[config.mk]
export PLATFORM = sky130hd
export DESIGN_NAME = spi_reg_master
export DESIGN_NICKNAME = d
export VERILOG_FILES = /design/src/rtl/spi_reg_master.sv
export SDC_FILE = /design/constraint.sdc
export NUM_CORES = 1
export LEC_CHECK = 0
export ABC_AREA = 1
export BUFFER_PORTS_ARGS = -buffer_cell sky130_fd_sc_hd__buf_4
export CORE_ASPECT_RATIO = 1.1
export CORE_MARGIN = 3
export CORE_UTILIZATION = 30
export CTS_CLUSTER_SIZE = 12
export DETAILED_ROUTE_END_ITERATION = 12
export PLACE_DENSITY_LB_ADDON = 0.05
export SLEW_MARGIN = 10
export SYNTH_ARGS = -nofsm -noshare
export SYNTH_HDL_FRONTEND = slang
export SYNTH_SLANG_ARGS = --single-unit
[constraint.sdc]
create_clock -name sys_clk_i -period 1.6 [get_ports sys_clk_i]
set_clock_uncertainty 0.1 [all_clocks]
set_input_delay 0.08 -clock sys_clk_i [delete_from_list [all_inputs] [get_ports sys_clk_i]]
set_output_delay 0.08 -clock sys_clk_i [all_outputs]
set_load 0.02 [all_outputs]
[src/rtl/spi_reg_master.sv]
// SPI mode-0 master for the register-file slave: one {rw,addr} command byte
// followed by a DATA_W data word per CS-low frame, MSB first.
module spi_reg_master #(
  parameter int DATA_W  = 32,
  parameter int ADDR_W  = 7,
  parameter int CLK_DIV = 4,
  parameter int CS_GAP  = 8
) (
  input  logic              sys_clk_i,
  input  logic              sys_rst_i,
  input  logic              req_i,
  input  logic              rw_i,
  input  logic [ADDR_W-1:0] addr_i,
  input  logic [DATA_W-1:0] wdata_i,
  output logic              busy_o,
  output logic              done_o,
  output logic [DATA_W-1:0] rdata_o,
  output logic              spi_clk_o,
  output logic              spi_mosi_o,
  output logic              spi_cs_o,
  input  logic              spi_miso_i
);

  localparam int N  = 8 + DATA_W;
  localparam int CW = $clog2(CLK_DIV) + 1;
  localparam int GW = $clog2(CS_GAP + 1);

  localparam logic [CW-1:0] HP_LAST  = CW'(CLK_DIV - 1);
  localparam logic [7:0]    BIT_LAST = 8'(N - 1);
  localparam logic [7:0]    BIT_DATA = 8'd8;
  localparam logic [GW-1:0] GAP_LOAD = GW'(CS_GAP - 1);

  typedef enum logic [2:0] {IDLE, SETUP, LOW, HIGH, HOLD, GAP} state_t;

  state_t            state;
  logic [CW-1:0]     hp_cnt;
  logic [7:0]        bit_cnt;
  logic [GW-1:0]     gap_cnt;
  logic [N-1:0]      tx_sh;
  logic [DATA_W-1:0] rx_sh;
  logic              rd;
  logic              miso_s1, miso_s2;
  logic              hp_last;

  assign hp_last = (hp_cnt == HP_LAST);

  always_ff @(posedge sys_clk_i or negedge sys_rst_i) begin
    if (!sys_rst_i) begin
      state      <= IDLE;
      hp_cnt     <= '0;
      bit_cnt    <= '0;
      gap_cnt    <= '0;
      tx_sh      <= '0;
      rx_sh      <= '0;
      rd         <= 1'b0;
      miso_s1    <= 1'b0;
      miso_s2    <= 1'b0;
      busy_o     <= 1'b0;
      done_o     <= 1'b0;
      rdata_o    <= '0;
      spi_clk_o  <= 1'b0;
      spi_mosi_o <= 1'b0;
      spi_cs_o   <= 1'b1;
    end else begin
      miso_s1 <= spi_miso_i;
      miso_s2 <= miso_s1;
      done_o  <= 1'b0;
      if (state != IDLE && state != GAP)
        hp_cnt <= hp_last ? '0 : hp_cnt + 1'b1;

      case (state)
        IDLE: begin
          hp_cnt  <= '0;
          bit_cnt <= '0;
          if (req_i && gap_cnt == '0) begin
            // read frames shift zeros out during the data phase
            tx_sh      <= {rw_i, addr_i, (rw_i ? {DATA_W{1'b0}} : wdata_i)};
            spi_mosi_o <= rw_i;
            rd         <= rw_i;
            busy_o     <= 1'b1;
            spi_cs_o   <= 1'b0;
            state      <= SETUP;
          end
        end
        SETUP: if (hp_last) state <= LOW;
        LOW: begin
          if (hp_last) begin
            spi_clk_o <= 1'b1;
            state     <= HIGH;
          end
        end
        HIGH: begin
          if (hp_last) begin
            spi_clk_o <= 1'b0;
            bit_cnt   <= bit_cnt + 1'b1;
            if (bit_cnt >= BIT_DATA)
              rx_sh <= {rx_sh[DATA_W-2:0], miso_s2};
            if (bit_cnt == BIT_LAST) begin
              state <= HOLD;
            end else begin
              tx_sh      <= {tx_sh[N-2:0], 1'b0};
              spi_mosi_o <= tx_sh[N-2];
              state      <= LOW;
            end
          end
        end
        HOLD: begin
          if (hp_last) begin
            spi_cs_o   <= 1'b1;
            spi_mosi_o <= 1'b0;
            done_o     <= 1'b1;
            busy_o     <= 1'b0;
            if (rd) rdata_o <= rx_sh;
            gap_cnt    <= GAP_LOAD;
            state      <= GAP;
          end
        end
        GAP: begin
          if (gap_cnt == '0) state <= IDLE;
          else gap_cnt <= gap_cnt - 1'b1;
        end
        default: state <= IDLE;
      endcase
    end
  end

endmodule
# Yosys cells after proc, flatten, opt, wreduce, memory -nomap -nowiden
# Index checks and enable logic that the tools add are counted.
[totals] ff_bits=129 in_bits=44 out_inout_bits=37 elab_cells=90
[op_classes] add_sub_neg=3 n_lt_le_gt_ge=1 n_eq_ne=16 n_mux=34 n_reduce_logical=21
[op_table] operator="two-way mux 39 bit" count=3
[op_table] operator="one-hot mux 39 bit (2 select lines)" count=1
[op_table] operator="two-way mux 32 bit" count=1
[op_table] operator="two-way mux 3 bit" count=10
[op_table] operator="one-hot mux 3 bit (6 select lines)" count=1
[op_table] operator="inequality test 2 bit, second input constant" count=8
[op_table] operator="one-hot mux 8 bit (2 select lines)" count=1
[op_table] operator="AND reduction 3 bit" count=5
[op_table] operator="nonzero test 2 bit" count=5
[op_table] operator="equality test 3 x 2 -> 1 bit, second input constant" count=3
[op_table] operator="two-way mux 1 bit" count=9
[op_table] operator="adder 8 x 1 -> 8 bit, second input constant" count=1
[op_table] operator="equality test 8 x 6 -> 1 bit, second input constant" count=1
[op_table] operator="greater-or-equal comparator 8 x 4 -> 1 bit, second input constant" count=1
[op_table] operator="two-way mux 4 bit" count=2
[op_table] operator="two-way mux 8 bit" count=1
[op_table] operator="one-hot mux 4 bit (2 select lines)" count=1
[op_table] operator="equality test 3 bit, second input constant" count=2
[op_table] operator="one-hot mux 1 bit (2 select lines)" count=3
[op_table] operator="AND reduction 6 bit" count=1
[op_table] operator="nonzero test 3 bit" count=2
[op_table] operator="AND reduction 5 bit" count=1
[op_table] operator="logical NOT 4 bit" count=1
[op_table] operator="AND reduction 2 bit" count=2
[op_table] operator="8 further kinds" count=9

# Longest topological paths before layout
[depth] depth_word=4 ltp_mapped=11 ltp_nobuf=9

# Least setup slack after synthesis
# No wires, ideal clock.
[synth_path] kind="register to register" from="register bit_cnt[0]" to="register tx_sh[29]" setup_time_ns=0.065 arrival_ns=1.527 required_ns=1.435 setup_slack_ns=-0.091 path_stages_with_launch=12 n_path_buf=3 synth_period_minus_slack_ns=1.691 path_cell_list="dfrtp_1 ha_1 nand3_1 nor2_1 nand2_1 inv_2 buf_6 nor2_1 buf_6 buf_6 nand2_1 nand2_1"
[synth_via] elab_chain_cells=3
[synth_rtl] item="from (decl)" line="37" rtl="logic [7:0] bit_cnt;"
[synth_rtl] item="from (signal assigned)" line="95" rtl="bit_cnt <= bit_cnt + 1'b1;"
[synth_rtl] item="equality test 8 x 6 -> 1 bit" line="98" rtl="if (bit_cnt == BIT_LAST) begin"
[synth_rtl] item="inequality test 2 bit (no line)"
[synth_rtl] item="AND reduction 4 bit (no line)"
[synth_rtl] item="to (signal assigned)" line="77" rtl="tx_sh <= {rw_i, addr_i, (rw_i ? {DATA_W{1'b0}} : wdata_i)};"
[synth_rtl] item="to (signal assigned)" line="101" rtl="tx_sh <= {tx_sh[N-2:0], 1'b0};"
[synth_rtl] item="to (decl)" line="39" rtl="logic [N-1:0] tx_sh;"
# Every way passes these cells.
# A chain may end at the register's enable or synchronous reset.

# Final worst setup path
[layout_path] from="register state[1]" to="register tx_sh[32]"
[layout_via] elab_chain_cells=3 word_cells_on_any_way=8 cone_classes="eq/ne (4); mux (1); reduce/logical (3)"
[layout_rtl] item="from (decl)" line="35" rtl="state_t state;"
[layout_rtl] item="from (signal assigned)" line="49" rtl="state <= IDLE;"
[layout_rtl] item="from (signal assigned)" line="82" rtl="state <= SETUP;"
[layout_rtl] item="from (signal assigned)" line="85" rtl="SETUP: if (hp_last) state <= LOW;"
[layout_rtl] item="equality test 3 x 2 -> 1 bit / logical NOT 3 bit (equally long branches)" line="71" rtl="case (state)"
[layout_rtl] item="inequality test 2 bit (no line) / nonzero test 2 bit (equally long branches)"
[layout_rtl] item="AND reduction 4 bit (no line)"
# Parallel ways exist; a longest one is shown, timed or not.

==> metrics.md <==
| Metric | Value |
|---|---|
| Upper clock frequency limit | `588.2 MHz` |
| Overall Global Routing Usage | `0.1440` |
| Worst relative slew slack | `0.6827` |
| H-tree depth reported by CTS | `4` |
| Required time worst endpoint | `around 1.8 ns` |
| Drt drc | `0` |
| Post-layout instance count excluding filler cells | `1,161` |
| Area of the core region | `18,670 sq um` |
| Cell area after placement | `7079 sq um` |
| Area of the die | `21,060 sq um` |
| Post-route total power | `12.73 mW` |
| Antenna violations before repair | `0` |
| Critical path fanouts, max | `8` |
| Area occupied by registers | `~3200 sq um` |
| Number of global-route vias before repair | `5,155` |
| Wire length reported by the detailed router | `15.97 mm` |
| Final setup slack of the worst path | `-0.1001 ns` |
| Period utilisation layout | `1.063` |
| Clk_lat worst skew | `about 0.42 ns` |
| Finished layout cell area | `9189 sq um` |
| Number of top-level design ports | `81` |
| Filler cell count in the final layout | `between 1,500 and 2,000` |
| Number of routed nets with antenna violations | `0` |
| Clock sinks | `129` |
| Setup WS pre-CTS | `-0.08766 ns` |
| Starting Density | `0.3109` |
| Switch Pwr | `about 4.2 mW` |
| Run status | `complete, but fails checks` |
| Multi-input combinational cell area | `2815 sq um` |
| Top-area cell type share of the netlist area | `0.5517` |
| Sequential share of power | `0.316` |
| Cell types with the largest area share after synthesis | `dfrtp_1 55%, nand2_1 17%, nand3_1 4.1%, nor2_1 4.1%, o21ai_0 3.5%` |
| Start-to-end type of the worst setup path | `flip-flop to flip-flop` |
| Number of maximum-capacitance violations | `0` |
| TritonCTS buffer count | `17` |
| Placed instance count | `approximately 1,100` |
| Clock tree from TritonCTS | `done` |
| Number of pins exceeding their max-slew limit in the final report | `0` |
| Die Span Y | `roughly 150 um` |
| Post-Synthesis Cells | `725` |
| Arrival time reported for the critical path endpoint | `1.91 ns` |
| Number of flops mapped to enable cells by yosys | `0` |
| Delay of the slowest cell on the worst path | `0.46 ns` |
| Post-synthesis cell type with the largest combined area | `dfrtp_1` |
| Most numerous cell in the Yosys netlist | `nand2_1` |
| Number of buffers inserted by port buffering | `80` |
| RSZ-0062 raised after global routing | `yes` |
| Violated checks | `negative setup slack` |
| Worst-path clk slew | `0.06 ns` |
| Min Clock Period, post-route | `1.700 ns` |
| Post-synthesis cell type count | `25` |
| Number of endpoints failing setup at the final stage | `69` |
| Total of warnings raised by yosys | `0` |
| Post-route worst hold slack | `roughly 0.054 ns` |
| Sequential cell area fraction in the yosys report | `0.5563` |
| Final weighted congestion in routability-driven placement | `roughly 0.8` |
| Async set-or-reset flop fraction in the synthesized netlist | `1.000` |
| Slew at the pin closest to its max-slew limit | `approximately 0.47 ns` |
| VDD IR max | `720.6 uV` |
| Peak-usage layer in the global routing report | `met2` |
| Leakage power summed over all cells | `4.702 nW` |
| Seq cells post-synth | `129` |
| Met2 capacity usage during global routing | `0.2349` |
| Post-layout net count | `~950` |
| Antenna Cells | `0` |
| Synthesis-to-finish area growth | `58.28%` |
| Switching Share | `0.3311` |
| Fraction of power consumed by combinational cells | `0.338` |
| Detailed Route Iter0 Violations | `232` |
| Per-instance average area after synthesis | `8.008 sq um` |
| Clk Tree Root Cell | `clkbuf_16` |
| Number of optimization iterations in the first detailed-route pass | `4` |
| Fraction of final layout cells with drive strength greater than 1 | `0.3856` |
| Fraction of met1 tracks used by global routing | `0.1862` |
| HPWL after detailed placement | `9.564 mm` |
| Commonest cells post-synth | `261 x nand2_1, 128 x dfrtp_1, 63 x nor2_1` |
| Internal power consumption | `8.516 mW` |
| Via total after detailed routing | `5,266` |
| Overall overflow remaining after global route | `0` |
| Overall die width | `138.6 um` |
| Kind of launch point of the worst setup path | `flip-flop` |
| Number of placement rows | `between 50 and 60` |
| Post-detailed-route via-to-cell ratio | `4.536` |
| Slowest cell on the critical path | `dfrtp_2` |
| Number of hold violations in the final report | `0` |
| Routed length per instance | `13.75 um` |
| Clk network pwr share | `0.347` |
| Critical path endpoint category | `flip-flop` |
| Critical path cell sequence | `buf_6 > inv_4 > nand2_4 > nor2_4 > nand2_2 > nand3_4 > nor2_4 > buf_6 > clkbuf_16 > nand2_1 > nand2_1` |
| Maximum number of pins on one net before global-route repair | `42` |
| Met3 track demand over resource | `0.03741` |
| Number of buffers on the longest clock path | `2` |
| Syn Nets | `773` |
| Cell area after synthesis | `a little under 6000 sq um` |
| Path category of the worst min-delay check | `input port to flip-flop` |
| First-pass GRT wire length | `25.22 mm` |
| Power density relative to cell area | `roughly 1400 nW/um^2` |
| Flip-flop cell with the highest count after synthesis | `dfrtp_1` |
[critical path: cells and delay by family, from the launching register on]
family        cells  cell delay, ns
simple gates      7            0.54
buf+inv           4            0.49
flops             1            0.46
[logic make-up after synthesis]
group | count (synthesis) | share of synthesized area
AOI/OAI and AO/OA | 120 | 0.1050
adders and majority gates | 4 | 0.008621
buffers and inverters | 90 | 0.06616
DFF | 129 | 0.5563
and+or+nand+nor | 382 | 0.2640
[final cells by class]
class | count | area share
clock inverters | 13 | 0.02560
repair buffers | 200 | 0.2146
flip-flops and latches | 129 | 0.3519
multi-input cells | 506 | 0.3064
well taps | 243 | 0.03309
inverters | 52 | 0.02179
clock buffers | 18 | 0.04670
[worst paths after layout]
path	from	depth (start not counted)	end	slack (ns)
worst max-delay path	state[1]	11	tx_sh[32]	-0.10
min in group asynchronous	sys_rst_i	2	gap_cnt[2]	0.06
worst max register to register	state[1]	11	tx_sh[32]	-0.10
worst min-delay path	req_i	6	busy_o	0.05
worst min register to register	miso_s1	0	miso_s2	0.25
max in group asynchronous	sys_rst_i	3	state[0]	0.70
[timing repair]
item	4_1_cts	5_1_grt
pin swaps	7	26
hold buffers	42	0
hold endpoints to repair	171	0
setup endpoints to repair	69	116
setup buffers	5	14
gates resized for setup	19	199
cloned	1	8
[power groups by stage]
stage	logic [mW]	registers, mW	clock network (mW)
after floorplan	2.13	4.02	0
after global placement	3.20	4.05	0
after detailed placement	3.25	4.07	0
after CTS	3.70	4.01	4.53
after global routing	4.81	4.07	4.67
final	4.30	4.02	4.41
[stage by stage]
| stage | TNS (ns) | utilization |
|---|---|---|
| 6_report | -3.592 | 0.4921 |
| 5_1_grt | -11.84 | 0.4921 |
| 4_1_cts | -0.4368 | 0.4439 |
| 3_5_place_dp | -2.306 | 0.3791 |
| 3_3_place_gp | -2.434 | 0.3791 |
| 2_1_floorplan | -0.1691 | - |
[per-layer routing]
metal / vias up / share of wire
met5: - / 0
met4: 0 / 0.016
li1: 2667 / -
met3: 21 / 0.038
met2: 84 / 0.49
met1: 2494 / 0.45
[placed cells by master, fill, tap and decap left out, types with 2 or more instances in the layout]
cell type / n
a21oi_1: 19
a21oi_2: 19
buf_12: 14
buf_4: 120
buf_6: 16
bufinv_16: 6
clkbuf_16: 24
clkinv_4: 3
clkinvlp_4: 2
dfrtp_1: 125
dfrtp_2: 3
dlygate4sd3_1: 42
ha_2: 2
inv_1: 42
inv_2: 8
inv_4: 2
nand2_1: 197
nand2_2: 55
nand2_4: 11
nand3_1: 42
nand3_2: 5
nand3_4: 2
nand4_1: 2
nor2_1: 28
nor2_2: 16
nor2_4: 22
o21ai_0: 23
o21ai_1: 40
o21ai_2: 16
[state kept, by name, summed over array words and instances (netlist names)]
| signal | cells |
|---|---|
| rd | 1 |
| bit_cnt | 8 |
| hp_cnt | 3 |
| rdata_o | 32 |
| spi_mosi_o | 1 |
| spi_clk_o | 1 |
| miso_s2 | 1 |
| gap_cnt | 4 |
| spi_cs_o | 1 |
| done_o | 1 |
| tx_sh | 39 |
| busy_o | 1 |
| state | 3 |
| rx_sh | 32 |
| miso_s1 | 1 |
Note: power is estimated with default switching activity, not from simulation.
